===== config.mk =====
export PLATFORM = sky130hd
export DESIGN_NAME = fp_stream_reducer_flat
export DESIGN_NICKNAME = d
export VERILOG_FILES = /design/src/rtl/fp_reduce_pkg.sv /design/src/rtl/fp_stream_reducer_if.sv /design/src/rtl/FPAdder_8_23_uid2_l2.sv /design/src/rtl/fp_flopoco_conv.sv /design/src/rtl/fp_stream_reducer.sv /design/src/flat_wrapper.sv
export SDC_FILE = /design/constraint.sdc
export NUM_CORES = 1
export LEC_CHECK = 0
export CELL_PAD_IN_SITES_DETAIL_PLACEMENT = 0
export CELL_PAD_IN_SITES_GLOBAL_PLACEMENT = 1
export CORE_ASPECT_RATIO = 1.5
export CORE_MARGIN = 2
export CORE_UTILIZATION = 48
export CTS_CLUSTER_SIZE = 16
export DETAILED_ROUTE_END_ITERATION = 8
export PLACE_DENSITY_LB_ADDON = 0.1
export SYNTH_ARGS = -nofsm -noshare
export SYNTH_HDL_FRONTEND = slang
export SYNTH_HIERARCHICAL = 1
export SYNTH_SLANG_ARGS = --single-unit

===== constraint.sdc =====
create_clock -name clk -period 35.7 [get_ports clk]
set_clock_uncertainty 0.1 [all_clocks]
set_input_delay 5.355 -clock clk [delete_from_list [all_inputs] [get_ports clk]]
set_output_delay 5.355 -clock clk [all_outputs]
set_load 0.02 [all_outputs]

===== src/rtl/fp_reduce_pkg.sv =====
// Shared encodings and constants for the FloPoCo-based stream sum reducer.
package fp_reduce_pkg;

   localparam logic [1:0] EXN_ZERO   = 2'b00;
   localparam logic [1:0] EXN_NORMAL = 2'b01;
   localparam logic [1:0] EXN_INF    = 2'b10;
   localparam logic [1:0] EXN_NAN    = 2'b11;

   localparam logic [33:0] FLO_ZERO  = 34'h0_0000_0000;
   localparam logic [31:0] IEEE_QNAN = 32'h7FC0_0000;

   typedef enum logic [1:0] {
      ACCUM,
      COLLAPSE,
      OUT
   } state_t;

endpackage


===== src/rtl/fp_stream_reducer_if.sv =====
// Operand stream in, packet-sum stream out; slave is the reducer side.
interface fp_stream_reducer_if #(
   parameter int COUNT_WIDTH = 16
);
   logic [31:0]            fp_in;
   logic                   fp_in_valid;
   logic                   fp_in_last;
   logic                   fp_in_ready;
   logic [31:0]            aggreg_out;
   logic [COUNT_WIDTH-1:0] aggreg_count;
   logic                   aggreg_out_valid;
   logic                   aggreg_out_ready;

   modport master (
      output fp_in, fp_in_valid, fp_in_last, aggreg_out_ready,
      input  fp_in_ready, aggreg_out, aggreg_count, aggreg_out_valid
   );

   modport slave (
      input  fp_in, fp_in_valid, fp_in_last, aggreg_out_ready,
      output fp_in_ready, aggreg_out, aggreg_count, aggreg_out_valid
   );
endinterface


===== src/rtl/FPAdder_8_23_uid2_l2.sv =====
// Pipelined FloPoCo-format binary32 adder: round-to-nearest-even, denormals flushed.
module FPAdder_8_23_uid2_l2
   import fp_reduce_pkg::*;
#(
   parameter int LATENCY = 2
) (
   input  logic        clk,
   input  logic        rst,
   input  logic        seq_stall,
   input  logic [33:0] X,
   input  logic [33:0] Y,
   output logic [33:0] R
);

   function automatic logic [33:0] fp_add(input logic [33:0] a, input logic [33:0] b);
      logic [33:0] hi, lo;
      logic [26:0] mx, my, my_full, s27;
      logic [27:0] s;
      logic [24:0] m;
      logic        rnd, found;
      int          d, lz, e;
      if (a[33:32] == EXN_NAN || b[33:32] == EXN_NAN) return {EXN_NAN, 32'h0};
      if (a[33:32] == EXN_INF && b[33:32] == EXN_INF)
         return (a[31] == b[31]) ? a : {EXN_NAN, 32'h0};
      if (a[33:32] == EXN_INF) return a;
      if (b[33:32] == EXN_INF) return b;
      if (a[33:32] == EXN_ZERO && b[33:32] == EXN_ZERO)
         return {EXN_ZERO, a[31] & b[31], 31'h0};
      if (a[33:32] == EXN_ZERO) return b;
      if (b[33:32] == EXN_ZERO) return a;
      if (a[30:0] >= b[30:0]) begin hi = a; lo = b; end
      else begin hi = b; lo = a; end
      d       = int'(hi[30:23]) - int'(lo[30:23]);
      mx      = {1'b1, hi[22:0], 3'b000};
      my_full = {1'b1, lo[22:0], 3'b000};
      // guard, round and sticky bits below the mantissa
      if (d > 26) my = 27'd1;
      else begin
         my    = my_full >> d;
         my[0] = my[0] | (|(my_full & ((27'd1 << d) - 27'd1)));
      end
      if (hi[31] == lo[31]) s = {1'b0, mx} + {1'b0, my};
      else                  s = {1'b0, mx} - {1'b0, my};
      if (s == 28'h0) return FLO_ZERO;
      e = int'(hi[30:23]);
      if (s[27]) begin
         s27 = s[27:1] | {26'h0, s[0]};
         e   = e + 1;
      end else begin
         lz    = 0;
         found = 1'b0;
         for (int i = 26; i >= 0; i--) begin
            if (s[i]) found = 1'b1;
            else if (!found) lz++;
         end
         s27 = s[26:0] << lz;
         e   = e - lz;
      end
      rnd = s27[2] & (s27[1] | s27[0] | s27[3]);
      m   = {1'b0, s27[26:3]} + {24'h0, rnd};
      if (m[24]) begin
         e = e + 1;
         m = m >> 1;
      end
      if (e >= 255) return {EXN_INF, hi[31], 31'h0};
      if (e <= 0)   return {EXN_ZERO, hi[31], 31'h0};
      return {EXN_NORMAL, hi[31], e[7:0], m[22:0]};
   endfunction

   logic [33:0] pipe [LATENCY];

   always_ff @(posedge clk or posedge rst) begin
      if (rst) begin
         for (int i = 0; i < LATENCY; i++) pipe[i] <= FLO_ZERO;
      end else if (!seq_stall) begin
         pipe[0] <= fp_add(X, Y);
         for (int i = 1; i < LATENCY; i++) pipe[i] <= pipe[i-1];
      end
   end

   assign R = pipe[LATENCY-1];

endmodule


===== src/rtl/fp_flopoco_conv.sv =====
// Combinational IEEE binary32 <-> FloPoCo 34-bit (exn,sign,exp,frac) conversion.
module fp_flopoco_conv
   import fp_reduce_pkg::*;
(
   input  logic [31:0] ieee_in,
   output logic [33:0] flo_out,
   input  logic [33:0] flo_in,
   output logic [31:0] ieee_out
);

   always_comb begin
      if (ieee_in[30:23] == 8'hFF)
         flo_out = {(ieee_in[22:0] == 23'h0) ? EXN_INF : EXN_NAN, ieee_in};
      else if (ieee_in[30:23] == 8'h00)
         flo_out = {EXN_ZERO, ieee_in};
      else
         flo_out = {EXN_NORMAL, ieee_in};
   end

   // -0 collapses to +0 and every NaN to the canonical quiet NaN
   always_comb begin
      case (flo_in[33:32])
         EXN_NORMAL: ieee_out = flo_in[31:0];
         EXN_INF:    ieee_out = {flo_in[31], 31'h7F80_0000};
         EXN_NAN:    ieee_out = IEEE_QNAN;
         default:    ieee_out = 32'h0;
      endcase
   end

endmodule


===== src/rtl/fp_stream_reducer.sv =====
// Per-packet FP sum: beats rotate through L adder slots, then the L partials are folded.
//   state    | meaning
//   ACCUM    | accept beats, each added into the slot emerging from the adder
//   COLLAPSE | pair up live partials through the adder until one remains
//   OUT      | hold sum and beat count until downstream accepts
module fp_stream_reducer
   import fp_reduce_pkg::*;
#(
   parameter int FP_ADDER_LATENCY = 2,
   parameter int COUNT_WIDTH      = 16
) (
   input  logic                clk,
   input  logic                rst,
   fp_stream_reducer_if.slave  bus
);

   localparam int         L         = FP_ADDER_LATENCY;
   localparam logic [3:0] LIVE_INIT = 4'(L);

   state_t                 state;
   logic [L-1:0]           live_pipe;
   logic [33:0]            add_x, add_y, add_r, in_flo, hold;
   logic [31:0]            r_ieee;
   logic                   hold_valid, issue_live, accept, e_live;
   logic [3:0]             live_count;
   logic [COUNT_WIDTH-1:0] beat_cnt;

   assign accept = bus.fp_in_valid & bus.fp_in_ready;
   assign e_live = live_pipe[L-1];

   fp_flopoco_conv u_conv (
      .ieee_in  (bus.fp_in),
      .flo_out  (in_flo),
      .flo_in   (add_r),
      .ieee_out (r_ieee)
   );

   FPAdder_8_23_uid2_l2 #(.LATENCY(L)) u_add (
      .clk       (clk),
      .rst       (rst),
      .seq_stall (1'b0),
      .X         (add_x),
      .Y         (add_y),
      .R         (add_r)
   );

   always_comb begin
      add_x      = FLO_ZERO;
      add_y      = FLO_ZERO;
      issue_live = 1'b0;
      case (state)
         ACCUM: begin
            add_x      = accept ? in_flo : FLO_ZERO;
            add_y      = add_r;
            issue_live = 1'b1;
         end
         COLLAPSE: begin
            if (e_live && hold_valid) begin
               add_x      = hold;
               add_y      = add_r;
               issue_live = 1'b1;
            end
         end
         default: ;
      endcase
   end

   always_ff @(posedge clk or posedge rst) begin
      if (rst) begin
         state                <= ACCUM;
         live_pipe            <= '1;
         hold                 <= FLO_ZERO;
         hold_valid           <= 1'b0;
         live_count           <= '0;
         beat_cnt             <= '0;
         bus.fp_in_ready      <= 1'b0;
         bus.aggreg_out       <= 32'h0;
         bus.aggreg_count     <= '0;
         bus.aggreg_out_valid <= 1'b0;
      end else begin
         live_pipe <= L'({live_pipe, issue_live});
         case (state)
            ACCUM: begin
               bus.fp_in_ready <= 1'b1;
               if (accept) begin
                  if (beat_cnt != '1) beat_cnt <= beat_cnt + 1'b1;
                  if (bus.fp_in_last) begin
                     state           <= COLLAPSE;
                     bus.fp_in_ready <= 1'b0;
                     live_count      <= LIVE_INIT;
                  end
               end
            end
            COLLAPSE: begin
               // dead tokens carry +0 and are simply let through
               if (e_live) begin
                  if (hold_valid) begin
                     hold_valid <= 1'b0;
                     live_count <= live_count - 4'd1;
                  end else if (live_count == 4'd1) begin
                     bus.aggreg_out       <= r_ieee;
                     bus.aggreg_count     <= beat_cnt;
                     bus.aggreg_out_valid <= 1'b1;
                     state                <= OUT;
                  end else begin
                     hold       <= add_r;
                     hold_valid <= 1'b1;
                  end
               end
            end
            OUT: begin
               // ring already holds only +0 tokens, so re-arming the live bits suffices
               if (bus.aggreg_out_ready) begin
                  bus.aggreg_out_valid <= 1'b0;
                  bus.fp_in_ready      <= 1'b1;
                  live_pipe            <= '1;
                  beat_cnt             <= '0;
                  state                <= ACCUM;
               end
            end
            default: state <= ACCUM;
         endcase
      end
   end

endmodule


===== src/flat_wrapper.sv =====
// flat-port wrapper written by rule: the top's interface ports become plain ports
module fp_stream_reducer_flat import fp_reduce_pkg::*;
#(
   parameter int FP_ADDER_LATENCY = 2,
   parameter int COUNT_WIDTH      = 16
)
  (clk, rst, bus_fp_in, bus_fp_in_valid, bus_fp_in_last, bus_aggreg_out_ready, bus_fp_in_ready, bus_aggreg_out, bus_aggreg_count, bus_aggreg_out_valid);
  fp_stream_reducer_if #(.COUNT_WIDTH(COUNT_WIDTH)) bus_i ();
  input  logic clk;
  input  logic rst;
  input wire logic [$bits(bus_i.fp_in)-1:0] bus_fp_in;
  input wire logic [$bits(bus_i.fp_in_valid)-1:0] bus_fp_in_valid;
  input wire logic [$bits(bus_i.fp_in_last)-1:0] bus_fp_in_last;
  input wire logic [$bits(bus_i.aggreg_out_ready)-1:0] bus_aggreg_out_ready;
  output wire logic [$bits(bus_i.fp_in_ready)-1:0] bus_fp_in_ready;
  output wire logic [$bits(bus_i.aggreg_out)-1:0] bus_aggreg_out;
  output wire logic [$bits(bus_i.aggreg_count)-1:0] bus_aggreg_count;
  output wire logic [$bits(bus_i.aggreg_out_valid)-1:0] bus_aggreg_out_valid;
  assign bus_i.fp_in = bus_fp_in;
  assign bus_i.fp_in_valid = bus_fp_in_valid;
  assign bus_i.fp_in_last = bus_fp_in_last;
  assign bus_i.aggreg_out_ready = bus_aggreg_out_ready;
  assign bus_fp_in_ready = bus_i.fp_in_ready;
  assign bus_aggreg_out = bus_i.aggreg_out;
  assign bus_aggreg_count = bus_i.aggreg_count;
  assign bus_aggreg_out_valid = bus_i.aggreg_out_valid;
  fp_stream_reducer #(.FP_ADDER_LATENCY(FP_ADDER_LATENCY), .COUNT_WIDTH(COUNT_WIDTH)) u_core (.clk(clk), .rst(rst), .bus(bus_i));
endmodule

==> flow_summary.toml, run 1 <==
[min_path]
min_delay_path_depth = 1
whs_endpoint = "u_core/beat_cnt[14]"
hold_path.class = "reg -> reg"
hp-start = "u_core/beat_cnt[14]"

[worst_setup_path]
worst-path-buf-inv = 8
path_delay_family = "simple AND/OR/NAND/NOR gates"
reg2reg_slack_ns = 5.70
path_max_fanout = 27
crit_top_cell = "ha_1"
ff2ff_path_depth = 140
worst-setup-path-type = "in -> reg"
critPathCaptureType = "flop"
cpPeakStageDelay_ns = 0.52
cp_slowest_cell = "or4_4"
r2r_end = "u_core/u_add/pipe[63]"
worstPathRequired_ns = 35.93
critPathLaunchType = "primary input"
crit_arrival_ns = 34.30
reg2reg_from = "u_core/state[1]"

[yosys]
syn_area_per_cell_um2 = 7.41
synthTopCellsByArea = "dfrtp_1 16%, nand2_1 5.5%, ha_1 5.5%"
yosysMostFrequentCell = "nand2_1"
synth_top_area_share_pct = 16.2
ys_types = 131
synth_top_area_cell = "dfrtp_1"
synth_area_mm2 = 0.0270
ys_ff_latch = 177
synth-edff-count = 0
synth_common_cells = "398 x nand2_1, 309 x nor2_1, 238 x a21oi_1"
synth_nets = 3804
yosys_warnings = 6
synthArstFlopShare_pct = 100
yosysSeqAreaShare_pct = 16.4
synthCells = 3647
synthFlopType = "dfrtp_1"

[timing]
slew_violations = 0
timing.final.crit_share_pct = 95.4
worst_pin_slew_ns = 1.31
clock.fmax_mhz = 29.3
layout_min_cycle_time_ns = 34.07
tns_ns = 0
finalHoldViolations = 0
max_slew_margin_pct = 12.1
setup_viol = 0

[placement]
io_buffer_count = 86
dp_hpwl_mm = 92.2
dpl-instance-area_mm2 = 0.0285
place.gp.congestion = 1.05
dp.cells = 4308

[clock_tree]
cts.clk_slew.worst_paths_ns = 0.07
cts_tree = "built"
cts_made_buffers = 17
clock-root-buffer = "clkbuf_16"
clk-insertion-delay-late_ns = 0.45
cts_buffer_depth = 2
cts.htree.levels = 4
hold_buffers = 0
cts_sinks = 177

[drt]
wl_per_cell_um = 26.6
drc = 0
vias_per_cell = 6.80
first_pass_iters = 9
drt_wl_total_mm = 116
final_antenna_net_count = 0
route.vias.total = 29700
drt_iter0_drc = 2633

[global_routing]
grt-ovfl-total = 0
antenna_found_initial = 2
grt_pass1_wl_mm = 174
grtUsageTotal_pct = 38.8
grt_pass1_vias = 28800
grt_max_degree = 78

[run_status]
status = "finished, final reports clean"

[die]
initial_utilization_pct = 48.5
core_region_area_mm2 = 0.0557
num_io_pins = 87
die_h_um = 295
die_width_um = 198
row_count = 106
dieArea_mm2 = 0.0583

[final_layout]
fillers = 5444
diodes = 0
fin_area_mm2 = 0.0297
layout-drive-gt1-share_pct = 13.9
nNetsFinal = 3803
stdcell_count = 4361
syn2layout_area_growth_pct = 9.75

[flow_run]
cap_viol_max_count = 0
-- layer usage --
metal | share of wire [%] | wire length (µm) | vias to the layer above | GRT usage [%]
li1 | - | - | 13500 | -
met5 | 0 | 0 | - | 0
met3 | 6.3 | 7340 | 453 | 6.19
met1 | 36 | 41900 | 14200 | 41.9
met4 | 9.0 | 10500 | 0 | 29.2
met2 | 49 | 56300 | 1482 | 68.0
-- worst reg2reg max path, delay by kind of cell (launching register included) --
| kind | cells | cell delay, ns |
|---|---|---|
| simple gates | 48 | 9.14 |
| compound gates | 45 | 8.50 |
| fa+ha+maj | 25 | 7.44 |
| mux | 12 | 2.42 |
| buf+inv | 10 | 1.67 |
| flops | 1 | 0.63 |
-- kinds of logic (layout without fill, tap and decap cells) --
family / after synthesis / after routing / share of synthesized area [%]
muxes: 242 / 242 / 10.6
AOI/OAI and AO/OA: 1109 / 1109 / 28.0
other: 1 / 1 / 0.0139
xor gates and xnor gates: 123 / 123 / 4.51
DFF: 177 / 177 / 16.4
adders and majority gates: 121 / 121 / 5.65
buffers and inverters: 428 / 439 / 7.46
and+or+nand+nor: 1446 / 1447 / 27.4
-- layout by cell type (no fill, tap or decap), types with 30 or more instances in the layout --
cell type          n
and2_1            58
nand2_1          394
mux2_2            95
dfrtp_1          175
a22o_1            40
mux2_4            42
a211oi_1          37
buf_4            162
a21o_1            61
and3_1            42
nand2b_1          43
xnor2_1           75
clkdlybuf4s50_1   86
nor3_1           104
nor2_1           302
inv_1            146
o21a_1            41
xor2_1            34
ha_1             111
nor4_1            37
nor2b_1           66
a21oi_1          233
nand4_1           56
a31oi_1           41
or3_1             30
nand3_1          134
o211ai_1          53
o21ai_0          228
mux2i_1           91
-- sequential cells by signal (all words and copies together), names as in the netlist --
register and flops:
u_core/beat_cnt 16, u_core/bus.aggreg_count 16, u_core/bus.aggreg_out 32, u_core/bus.aggreg_out_valid 1, u_core/bus.fp_in_ready 1, u_core/hold 34, u_core/hold_valid 1, u_core/live_count 4
u_core/live_pipe 2, u_core/state 2, u_core/u_add/R 34, u_core/u_add/pipe 34
-- timing repair --
item | 4_1_cts | 5_1_grt
hold endpoints to repair | 0 | 0
resized for setup | 2 | 85
buffers inserted | 0 | 19
pin swaps | 0 | 20
endpoints found under the setup margin | 3 | 33
gates cloned | 0 | 2
-- area by class of cell --
type	count	area (µm²)	share of cell area [%]
Clock buffer	20	447	1.51
Clock inverter	12	148	0.498
Inverter	154	589	1.99
Multi-Input combinational cell	3043	21000	70.8
Sequential cell	177	4430	14.9
Tap cell	702	878	2.96
Timing Repair Buffer	252	2150	7.26
Timing Repair inverter	1	5.00	0.0169
-- per-stage QoR --
step                setup WS (ns)  util (%)  hold WS, ns
floorplan                    1.01         -        0.350
global placement            0.646      51.2        0.371
detailed placement         -0.374      51.2        0.379
CTS                         0.119      52.3        0.390
global route               -0.153      53.3        0.412
finish                       1.63      53.3        0.395
-- worst max-delay path by stage --
stage / from / end / slack [ns] / cells after the start
global route: bus_fp_in_valid / u_core/u_add/pipe[60] / -0.15 / 148
global placement: bus_fp_in_valid / u_core/u_add/pipe[63] / 0.65 / 139
CTS: bus_fp_in_valid / u_core/u_add/pipe[35] / 0.12 / 142
floorplan: bus_fp_in_valid / u_core/u_add/pipe[61] / 1.01 / 157
detailed placement: bus_fp_in_valid / u_core/u_add/pipe[64] / -0.37 / 141
finish: bus_fp_in_valid / u_core/u_add/pipe[63] / 1.63 / 144
Power of run 1 is left out: the tool's default activity adds up to more than one toggle a clock period on the data nets, which glitch-free logic cannot reach.
==> inputs of run 2 (changes only) <==
TNS_END_PERCENT = 30   (was not set)
clock period = 37.2 ns   (was 35.7 ns; I/O delays follow)
==> flow_summary.toml, run 2 (synthesized netlist as in run 1, its figures left out) <==
[run_status]
status = "finished, final reports clean"

[clock_tree]
cts_sinks = 177
cts.clk_slew.worst_paths_ns = 0.08
cts_made_buffers = 17
clock-root-buffer = "clkbuf_16"
clk-insertion-delay-late_ns = 0.45
cts_buffer_depth = 2
cts_tree = "built"
cts.htree.levels = 4

[timing]
timing.final.crit_share_pct = 95.1
worst_pin_slew_ns = 1.31
layout_min_cycle_time_ns = 35.38
rsz0062_at_grt = "yes"
hold_ws_ns = 0.389
clock.fmax_mhz = 28.3
setup_viol = 0
finalHoldViolations = 0
slew_violations = 0
max_slew_margin_pct = 11.7

[placement]
dp_hpwl_mm = 89.2
io_buffer_count = 86
place.gp.congestion = 1.02

[worst_setup_path]
crit_end = "u_core/u_add/pipe[40]"
startpoint = "bus_fp_in_valid"
path_max_fanout = 26
cp_slowest_cell = "or4_4"
critPathLaunchType = "primary input"
reg2reg_from = "u_core/state[1]"
critPathCaptureType = "flop"
worstPathRequired_ns = 37.49
cpPeakStageDelay_ns = 0.62
worst-setup-path-type = "in -> reg"
ff2ff_path_depth = 144
reg2reg_slack_ns = 5.79
crit_arrival_ns = 35.67
crit_top_cell = "ha_1"
r2r_end = "u_core/u_add/pipe[40]"

[final_layout]
diodes = 0
layout_common_cells = "395 x nand2_1, 307 x nor2_1, 236 x a21oi_1, 233 x o21ai_0, 175 x dfrtp_1"
layout-drive-gt1-share_pct = 12.0
fillers = 5503
syn2layout_area_growth_pct = 7.38
nNetsFinal = 3742
mostFrequentLayoutCell = "nand2_1"

[drt]
route.vias.total = 29400
wl_per_cell_um = 26.1
drc = 0
drt_wl_total_mm = 112
route.met2.wl_mm = 53.6
drt_iter0_drc = 3089
wl_met3_mm = 6.50
first_pass_iters = 7
final_antenna_net_count = 0
top_layer_used = "met4"
wl_met1_mm = 42.1
vias_per_cell = 6.84

[die]
row_count = 106
die_h_um = 295
core_region_area_mm2 = 0.0557
die_width_um = 198
initial_utilization_pct = 48.5
dieArea_mm2 = 0.0583
num_io_pins = 87

[global_routing]
grtUsageTotal_pct = 37.8
antenna_found_initial = 0
grt_max_degree = 78
grt_pass1_wl_mm = 171
grt-ovfl-total = 0
grt_pass1_vias = 28600

[min_path]
hold_path.class = "reg -> reg"

[flow_run]
cap_viol_max_count = 0
## run 2: changes by cell type in the layout (fill, tap and decap cells not counted), sizes merged
cell      before  now
buf          166  107
clkinv         5    7
clkinvlp       5    3
bufinv         2    1
clkbuf        20   19
inv          155  156
or4           26   25
## run 2: routing by layer
layer,GRT usage (%),vias up
li1,-,13400
met1,42.7,14200
met2,65.1,1417
met3,4.52,410
met4,28.5,0
met5,0,-
## run 2: what timing repair did
action / in CTS / in global routing
buffers inserted: 0 / 6
gates resized for setup: 0 / 58
setup endpoints to repair: 0 / 33
hold buffers: 0 / 0
## run 2: worst min path at each step
stage / endpoint / slack [ns] / cells after the start / startpoint
3_5_place_dp: u_core/beat_cnt[14] / 0.37 / 1 / u_core/beat_cnt[14]
4_1_cts: u_core/beat_cnt[14] / 0.39 / 1 / u_core/beat_cnt[14]
3_3_place_gp: u_core/bus.aggreg_count[3] / 0.37 / 2 / u_core/bus.aggreg_count[3]
5_1_grt: u_core/beat_cnt[14] / 0.42 / 1 / u_core/beat_cnt[14]
6_report: u_core/bus.aggreg_count[1] / 0.39 / 2 / u_core/bus.aggreg_count[1]
2_1_floorplan: u_core/beat_cnt[14] / 0.35 / 1 / u_core/beat_cnt[14]
## run 2: final cells by class
| type | instances | area, µm² | area share (%) |
|---|---|---|---|
| clock buffer | 19 | 453 | 1.56 |
| sequential | 177 | 4430 | 15.3 |
| multi-input combinational | 3042 | 20900 | 71.9 |
| tap | 702 | 878 | 3.03 |
| clock inverter | 13 | 123 | 0.422 |
| timing repair buffer | 193 | 1680 | 5.79 |
| inverter | 154 | 582 | 2.00 |
## run 2: stage by stage
step	instances	cell area, µm²	util (%)	setup WS [ns]	TNS, ns
floorplan	3647	27000	-	2.29	0
global placement	4262	28200	50.6	1.52	0
detailed placement	4262	28200	50.6	0.428	0
CTS	4294	28700	51.6	0.748	0
global route	4300	29000	52.1	-0.0576	-0.0736
finish	4300	29000	52.1	1.82	0
## run 2: worst max-delay path: cells and delay by family
kind | cells | cell delay [ns]
AND/OR/NAND/NOR | 50 | 9.39
XOR/XNOR | 2 | 0.34
adder cells (fa/ha/maj) | 25 | 7.75
AO/OA/AOI/OAI | 44 | 7.96
multiplexers | 13 | 2.63
buffers and inverters | 10 | 1.94
Power of run 2 is left out for the same reason.
